File: src/rtl/pace_fifo.sv
// pace_fifo: DEPTH-entry synchronous FIFO holding items waiting for a release
// credit. Storage is write-only-on-push and intentionally has no reset; only
// the pointers and occupancy count are cleared.
//
// Ports:
//   clk, rst_n     clock, asynchronous active-low reset
//   push           write push_data (ignored when full)
//   push_data      payload to store
//   pop            advance the read pointer (ignored when empty)
//   pop_data       payload at the head, valid whenever !empty
//   full, empty    occupancy flags from registered count only
module pace_fifo #(
    parameter int WIDTH = 8,
    parameter int DEPTH = 4
) (
    input  logic             clk,
    input  logic             rst_n,
    input  logic             push,
    input  logic [WIDTH-1:0] push_data,
    input  logic             pop,
    output logic [WIDTH-1:0] pop_data,
    output logic             full,
    output logic             empty
);

    localparam int ADDR_W = (DEPTH > 1) ? $clog2(DEPTH) : 1;
    localparam logic [ADDR_W:0]   DEPTH_C = (ADDR_W + 1)'(DEPTH);
    localparam logic [ADDR_W-1:0] PTR_ONE = ADDR_W'(1);
    localparam logic [ADDR_W:0]   CNT_ONE = (ADDR_W + 1)'(1);

    logic [WIDTH-1:0]  mem [DEPTH];
    logic [ADDR_W-1:0] wr_ptr_q, wr_ptr_d;
    logic [ADDR_W-1:0] rd_ptr_q, rd_ptr_d;
    logic [ADDR_W:0]   count_q, count_d;
    logic              do_push;
    logic              do_pop;

    assign full     = (count_q == DEPTH_C);
    assign empty    = (count_q == '0);
    assign do_push  = push && !full;
    assign do_pop   = pop && !empty;
    assign pop_data = mem[rd_ptr_q];

    always_comb begin
        wr_ptr_d = wr_ptr_q;
        rd_ptr_d = rd_ptr_q;
        count_d  = count_q;
        if (do_push) begin
            wr_ptr_d = wr_ptr_q + PTR_ONE;
        end
        if (do_pop) begin
            rd_ptr_d = rd_ptr_q + PTR_ONE;
        end
        case ({do_push, do_pop})
            2'b10:   count_d = count_q + CNT_ONE;
            2'b01:   count_d = count_q - CNT_ONE;
            default: count_d = count_q;
        endcase
    end

    always_ff @(posedge clk or negedge rst_n) begin
        if (!rst_n) begin
            wr_ptr_q <= '0;
            rd_ptr_q <= '0;
            count_q  <= '0;
        end else begin
            wr_ptr_q <= wr_ptr_d;
            rd_ptr_q <= rd_ptr_d;
            count_q  <= count_d;
        end
    end

    always_ff @(posedge clk) begin
        if (do_push) begin
            mem[wr_ptr_q] <= push_data;
        end
    end

endmodule

File: src/rtl/pace_buffer.sv
// pace_buffer: rate-paced release buffer. Items are queued in pace_fifo and
// moved into a single output register only when a release credit is
// available, either banked from an earlier tick or supplied by a tick in the
// current cycle. At most one credit is banked.
//
// Ports:
//   clk, rst_n           clock, asynchronous active-low reset
//   tick                 one-cycle rate strobe from the period counter
//   clear                asks the period counter to restart its period
//   in_valid/in_ready    upstream handshake, in_data payload
//   out_valid/out_ready  downstream handshake, out_data payload
module pace_buffer #(
    parameter int WIDTH = 8,
    parameter int DEPTH = 4
) (
    input  logic             clk,
    input  logic             rst_n,
    input  logic             tick,
    output logic             clear,
    input  logic             in_valid,
    output logic             in_ready,
    input  logic [WIDTH-1:0] in_data,
    output logic             out_valid,
    input  logic             out_ready,
    output logic [WIDTH-1:0] out_data
);

    logic             credit_q, credit_d;
    logic             out_valid_q, out_valid_d;
    logic [WIDTH-1:0] out_data_q, out_data_d;
    logic             fifo_full;
    logic             fifo_empty;
    logic [WIDTH-1:0] fifo_head;
    logic             push;
    logic             load;

    // in_ready comes from registered occupancy only, so a pop in the same
    // cycle never opens a slot for a same-cycle push.
    assign in_ready = !fifo_full;
    assign push     = in_valid && in_ready;

    // The FIFO count is registered, so an item pushed this cycle cannot be
    // loaded before the next one.
    assign load = (credit_q || tick) && !fifo_empty && (!out_valid_q || out_ready);

    // A release driven by this cycle's tick leaves the period running; only a
    // release that spends a banked credit restarts it.
    assign clear = load && !tick;

    pace_fifo #(
        .WIDTH (WIDTH),
        .DEPTH (DEPTH)
    ) u_fifo (
        .clk       (clk),
        .rst_n     (rst_n),
        .push      (push),
        .push_data (in_data),
        .pop       (load),
        .pop_data  (fifo_head),
        .full      (fifo_full),
        .empty     (fifo_empty)
    );

    always_comb begin
        // A load spends one credit: the banked one if present, else the tick.
        // With both present the tick stays banked; saturation drops extras.
        if (load) begin
            credit_d = credit_q && tick;
        end else begin
            credit_d = credit_q || tick;
        end

        out_valid_d = out_valid_q;
        out_data_d  = out_data_q;
        if (load) begin
            out_valid_d = 1'b1;
            out_data_d  = fifo_head;
        end else if (out_valid_q && out_ready) begin
            out_valid_d = 1'b0;
        end
    end

    always_ff @(posedge clk or negedge rst_n) begin
        if (!rst_n) begin
            credit_q    <= 1'b0;
            out_valid_q <= 1'b0;
            out_data_q  <= '0;
        end else begin
            credit_q    <= credit_d;
            out_valid_q <= out_valid_d;
            out_data_q  <= out_data_d;
        end
    end

    assign out_valid = out_valid_q;
    assign out_data  = out_data_q;

endmodule
File: config.mk
export PLATFORM = sky130hd
export DESIGN_NAME = pace_buffer
export DESIGN_NICKNAME = d
export VERILOG_FILES = /design/src/rtl/pace_fifo.sv /design/src/rtl/pace_buffer.sv
export SDC_FILE = /design/constraint.sdc
export NUM_CORES = 1
export LEC_CHECK = 0
export CORE_MARGIN = 2
export CORE_UTILIZATION = 51
export DETAILED_ROUTE_END_ITERATION = 16
export PLACE_DENSITY_LB_ADDON = 0.05
export SETUP_SLACK_MARGIN = 0.4
export SYNTH_ARGS = -nofsm -noshare
export SYNTH_HDL_FRONTEND = slang
export SYNTH_HIERARCHICAL = 1
export SYNTH_SLANG_ARGS = --single-unit
File: constraint.sdc
create_clock -name clk -period 2.65 [get_ports clk]
set_clock_uncertainty 0.15 [all_clocks]
set_input_delay 0.6625 -clock clk [delete_from_list [all_inputs] [get_ports clk]]
set_output_delay 0.6625 -clock clk [all_outputs]
set_load 0.05 [all_outputs]
Word level (Yosys, flattened, before mapping). Memory sizes are Yosys's and may differ from the RTL's. A register that Yosys moved wholly into a read port is not among the register bits. Index checks and enable logic that the tools add are counted.

RAM bits: 32. Bits in registers: 9. Input port bits: 13. Memories kept: 1. Word-level logic and storage cells: 37.

Memory list: u_fifo.mem (words 4, bits a word 8, rd ports 1, clocked after memory_dff 1, write ports 1, line pace_fifo.sv:31) `logic [WIDTH-1:0] mem [DEPTH];`.

Add/sub/neg operators: 4. Equal/unequal tests: 3. Multiplexer cells: 6. Reductions and logical operators: 18.

Operator list (count): $logic_and 1x1->1 (8); $pmux 3 s2 (1); $logic_not 1->1 (5); $mux 1 (5); $add 2x1->2 const B (2); $reduce_bool 2->1 (2); $add 3x1->3 const B (1); $eq 3x3->1 const B (1); $logic_not 3->1 (1); $sub 3x1->3 const B (1); $eq 2x1->1 const B (1); $eq 2x2->1 const B (1); $logic_or 1x1->1 (2).

Depth between registers and ports, before layout.
Depth after elaboration: 7. Gate-level depth with buffers: 11.

By module. The synthesis kept the hierarchy.

By module, submodules not included: pace_fifo (cells each 79, instances 1, area an instance 1592.8 um2); pace_buffer (cells each 28, instances 1, area an instance 446.7 um2).

Worst setup path before layout. No wires, ideal clock.

Path kind: input to register. Start point: input out_ready. End point: register u_fifo.count_q[2]. Library setup time: 79 ps. Stages: 10. Setup slack: 193 ps. Data arrival time: 2228 ps. Cell sequence: nand2b_4 -> nor2b_1 -> buf_6 -> o31a_2 -> ha_1 -> inv_1 -> fa_1 -> xor2_1 -> nor2_1 -> xor2_1.

Word-level cells in the longest chain between the ends: 5.

RTL lines: from (decl) (line pace_buffer.sv:24) `input logic out_ready,`; $logic_or 1x1->1 * (line pace_buffer.sv:44) `assign load = (credit_q || tick) && !fifo_empty && (!out_valid_q || out_ready);`; $logic_and 1x1->1 * (line pace_buffer.sv:44); net load (line pace_buffer.sv:35) `logic load;`; $logic_and 1x1->1 * (line pace_fifo.sv:41) `assign do_pop = pop && !empty;`; net u_fifo.do_pop (line pace_fifo.sv:36) `logic do_pop;`; $eq 2x1->1 / $eq 2x2->1 (equally long branches) (line pace_fifo.sv:54) `case ({do_push, do_pop})`; $pmux 3 s2 / $reduce_bool 2->1 (equally long branches); to (signal assigned) (line pace_fifo.sv:69) `count_q <= count_d;`; to (decl) (line pace_fifo.sv:34) `logic [ADDR_W:0] count_q, count_d;`.

Mark *: on every way through the listed nets, which the timed path passes. The rest lies on a longest branch. A chain may end at the register's enable or synchronous reset.

Worst setup path in the final report.
Start point: register u_fifo.count_q[1]. End point: output clear.

Word-level cells in the longest chain between the ends: 5.

RTL lines: $logic_not 3->1 (line pace_fifo.sv:39) `assign empty = (count_q == '0);`; net fifo_empty (line pace_buffer.sv:32) `logic fifo_empty;`; $logic_not 1->1 (line pace_buffer.sv:44); $logic_and 1x1->1 (2 in a row) (line pace_buffer.sv:44); $logic_and 1x1->1 (line pace_buffer.sv:48) `assign clear = load && !tick;`; to (decl) (line pace_buffer.sv:19) `output logic clear,`.

The timed path passes the listed nets, and every way through them passes these cells.

==> flow_summary_export.csv <==
group,metric,value,unit
synth,synthTopCellsByArea,"edfxtp_1 (47%), dfrtp_1 (21%), mux4_2 (8.8%)",
setup_path,critPathRequiredTime,1840,ps
setup_path,end_kind,"primary output",
timing,setup_violations,0,
placed_design,dp_hpwl,2303,um
synth,synthArstFlopShare,34.69,%
timing,rsz0062_at_grt,"yes",
synth,synth.distinct_cells,26,
synth,synth_nets,126,
clock_tree,clk_path_buf_depth,2,
timing,clock.fmax,0.4263,GHz
routing,drc,0,
setup_path,worst-path-buf-inv,1,
routing,post_drt_wl_per_cell,17.18,um
floorplan,die-area,4521,um2
finish,stdcell_area,2582,um2
clock_tree,clk_latency,290,ps
outcome,status,"complete, no violations",
timing,worstMarginPinSlew,581.4,ps
timing,relSlewSlack,61.24,%
floorplan,pin_count,24,
power,p_int,0.002005,W
worst_hold_path,min_from,"out_data[1]",
timing,fin_tns_setup,0,ps
clock_tree,h-tree-depth,2,
power,p_switching,0.001148,W
synth,synth_flop_cell,"edfxtp_1",
job,drv_cap,0,
synth,synth_top_cells_by_count,"edfxtp_1 (32), dfrtp_1 (17), mux2_4 (9)",
finish,drive_gt1_share,41.45,%
synth,synth_cells,107,
synth,synth_top_cell_area_share,47.12,%
floorplan,coreArea,3744,um2
floorplan,rows,22,
setup_path,cp_cell_sequence,"nor3_4, o21bai_4, nor2b_4, and2b_2, buf_12",
placed_design,placed_area,2411,um2
routing,vias,1029,
finish,multi_input_area,660.6,um2
power,clkPwrFrac,13.6,%
synth,synth_area_leader_cell,"edfxtp_1",
finish,fin_cells,200,
grt,grt_max_degree,18,
routing,via_per_inst,5.145,
grt,grt-ovfl-total,0,
synth,netlist_area,2039,um2
synth,synth-edff-count,32,
finish,layout.nets,170,
clock_tree,cts.sinks,49,
worst_hold_path,hp-class,"register to register",
routing,dr.pass1.iters,4,
power,power.leakage,1.033,nW
timing,setup_ws,304.2,ps
power,ir_worst_vdd,567.8,uV
routing,drt-total-wl,3436,um
synth,yosysMostFrequentCell,"edfxtp_1",
clock_tree,cts_buffers,5,
routing,wl_met1,1433,um
placed_design,gp_congestion,0.7525,
setup_path,regToRegSetupSlack,380,ps
floorplan,initial_utilization,54.48,%
timing,finalCritPeriodShare,88.52,%
routing,drt-initial-drc-count,29,
grt,antenna_found_initial,0,
setup_path,critPathKind,"register to primary output",
synth,synth-seq-area-share,67.98,%
clock_tree,cts_tree,"built",
grt,track_usage,17.97,%
finish,nFillCells,253,
synth,synth_seq_cells,49,
routing,drt.antenna.violating_nets,0,
placed_design,pre_cts_slack,-120.1,ps
clock_tree,clk_pin_slew,90,ps
setup_path,max_stage_delay,440,ps
power,power_frac_comb,46.1,%
floorplan,die_y,67.24,um
setup_path,cp-start-kind,"register",
placed_design,dp_cells,183,
setup_path,crit_path_start,"u_fifo/count_q[1]",
placed_design,io_buffers,23,
routing,met2_length,1869,um
synth,syn_avg_cell_area,19.06,um2
setup_path,r2r_start,"u_fifo/count_q[0]",
grt,grt_pass1_vias,1115,
floorplan,die_w,67.24,um
setup_path,crit_family,"simple AND/OR/NAND/NOR gates",
timing,period_needed,2346,ps
setup_path,path_max_fanout,3,
power,sw_frac_of_total,36.41,%
timing,final_max_slew_viol_count,0,
power,powerDensity,1221,nW/um2
finish,syn2layout_area_growth,26.63,%
timing,hold_violations,0,
clock_tree,clock-root-buffer,"clkbuf_8",
routing,highest_layer,"met4",
finish,seqCellArea,1390,um2
setup_path,critical_path_arrival,1530,ps
power,p_seq_share,40.3,%
setup_path,cpMaxStageDelayCell,"dfrtp_2",
grt,grt_pass1_wl,5582,um
routing,dr_wl_met3,89,um
synth,yosys_warnings,6,
finish,diodes,0,
[power by group through the flow]
stage	logic, W	registers [W]	clock network (W)
after floorplan	0.000827	0.00143	0
after global placement	0.00134	0.00128	0
after detailed placement	0.00137	0.00129	0
after CTS	0.00139	0.00128	0.000441
after global routing	0.00156	0.00131	0.000474
final	0.00145	0.00127	0.000428
[metal layers]
layer	GRT usage, %	vias to the layer above
met5	0	-
met1	21.75	531
li1	-	475
met2	31.44	18
met3	4.000	5
met4	6.888	0
[path summary, 6_finish.rpt]
kind,to,depth (start not counted)
worst max register to register,u_fifo/count_q[2],12
worst min-delay path,out_data[1],1
min in group asynchronous,out_data[7],2
worst max-delay path,clear,5
max in group asynchronous,u_fifo/count_q[2],2
worst min register to register,out_data[1],1
[per-stage QoR]
stage / hold slack (ps) / power (W) / util (%)
after floorplan: 216.9 / 0.002254 / -
after CTS: 362.8 / 0.003111 / 67.81
after detailed placement: 346.0 / 0.002660 / 64.41
final: 358.5 / 0.003154 / 68.98
after global placement: 344.6 / 0.002614 / 64.41
after global routing: 387.1 / 0.003339 / 68.98
[cell type report]
type,count,share of cell area [%]
inverter,7,1.017
multi-input combinational,48,25.58
tap,48,2.326
clock inverter,3,0.8721
timing repair buffer,40,13.71
clock buffer,5,2.665
sequential,49,53.83
[layout by cell type (no fill, tap or decap), types with 2 or more instances in the layout]
| cell | netlist | layout |
|---|---|---|
| and2_2 | 4 | 4 |
| inv_1 | 7 | 5 |
| buf_4 | 0 | 16 |
| ha_1 | 5 | 4 |
| dlygate4sd2_1 | 0 | 10 |
| clkinv_4 | 0 | 2 |
| edfxtp_1 | 32 | 32 |
| xor2_1 | 3 | 3 |
| nand2_1 | 2 | 2 |
| xnor2_1 | 3 | 3 |
| mux4_2 | 8 | 8 |
| mux2_4 | 9 | 9 |
| nor2b_4 | 1 | 2 |
| dfrtp_1 | 17 | 14 |
| clkbuf_8 | 0 | 5 |
| clkdlybuf4s50_1 | 0 | 10 |
| dfrtp_2 | 0 | 3 |
| inv_2 | 0 | 2 |
[worst reg2reg max path, stage by stage (launching register included)]
cell	delay, ps
dfrtp_2	430
nor3_4	60
o21bai_4	180
nor2b_4	130
buf_4	120
buf_6	90
o31a_4	140
ha_4	120
inv_2	30
fa_2	330
xor2_1	170
nor2_1	70
xor2_1	150
[what timing repair did]
item                                    CTS  global route
pin swaps                                 2             4
hold buffers                              0             0
resized for setup                        20             7
endpoints found under the setup margin   13             4
buffers inserted                          4             5
[sequential cells by signal, summed over array words and instances, names as in the netlist]
| register | flops |
|---|---|
| out_data | 8 |
| u_fifo/wr_ptr_q | 2 |
| u_fifo/mem | 32 |
| u_fifo/rd_ptr_q | 2 |
| u_fifo/count_q | 3 |
| out_valid | 1 |
| credit_q | 1 |
[cell families (layout without fill, tap and decap cells)]
group	after synthesis	after routing	synth area share (%)
flops	49	49	67.98
compound gates	2	2	0.8591
fa+ha+maj	7	7	4.540
mux	18	18	15.95
buf+inv	10	55	2.270
simple gates	15	15	5.828
xor+xnor	6	6	2.577
No activity file was read; power rests on OpenSTA's default activity.
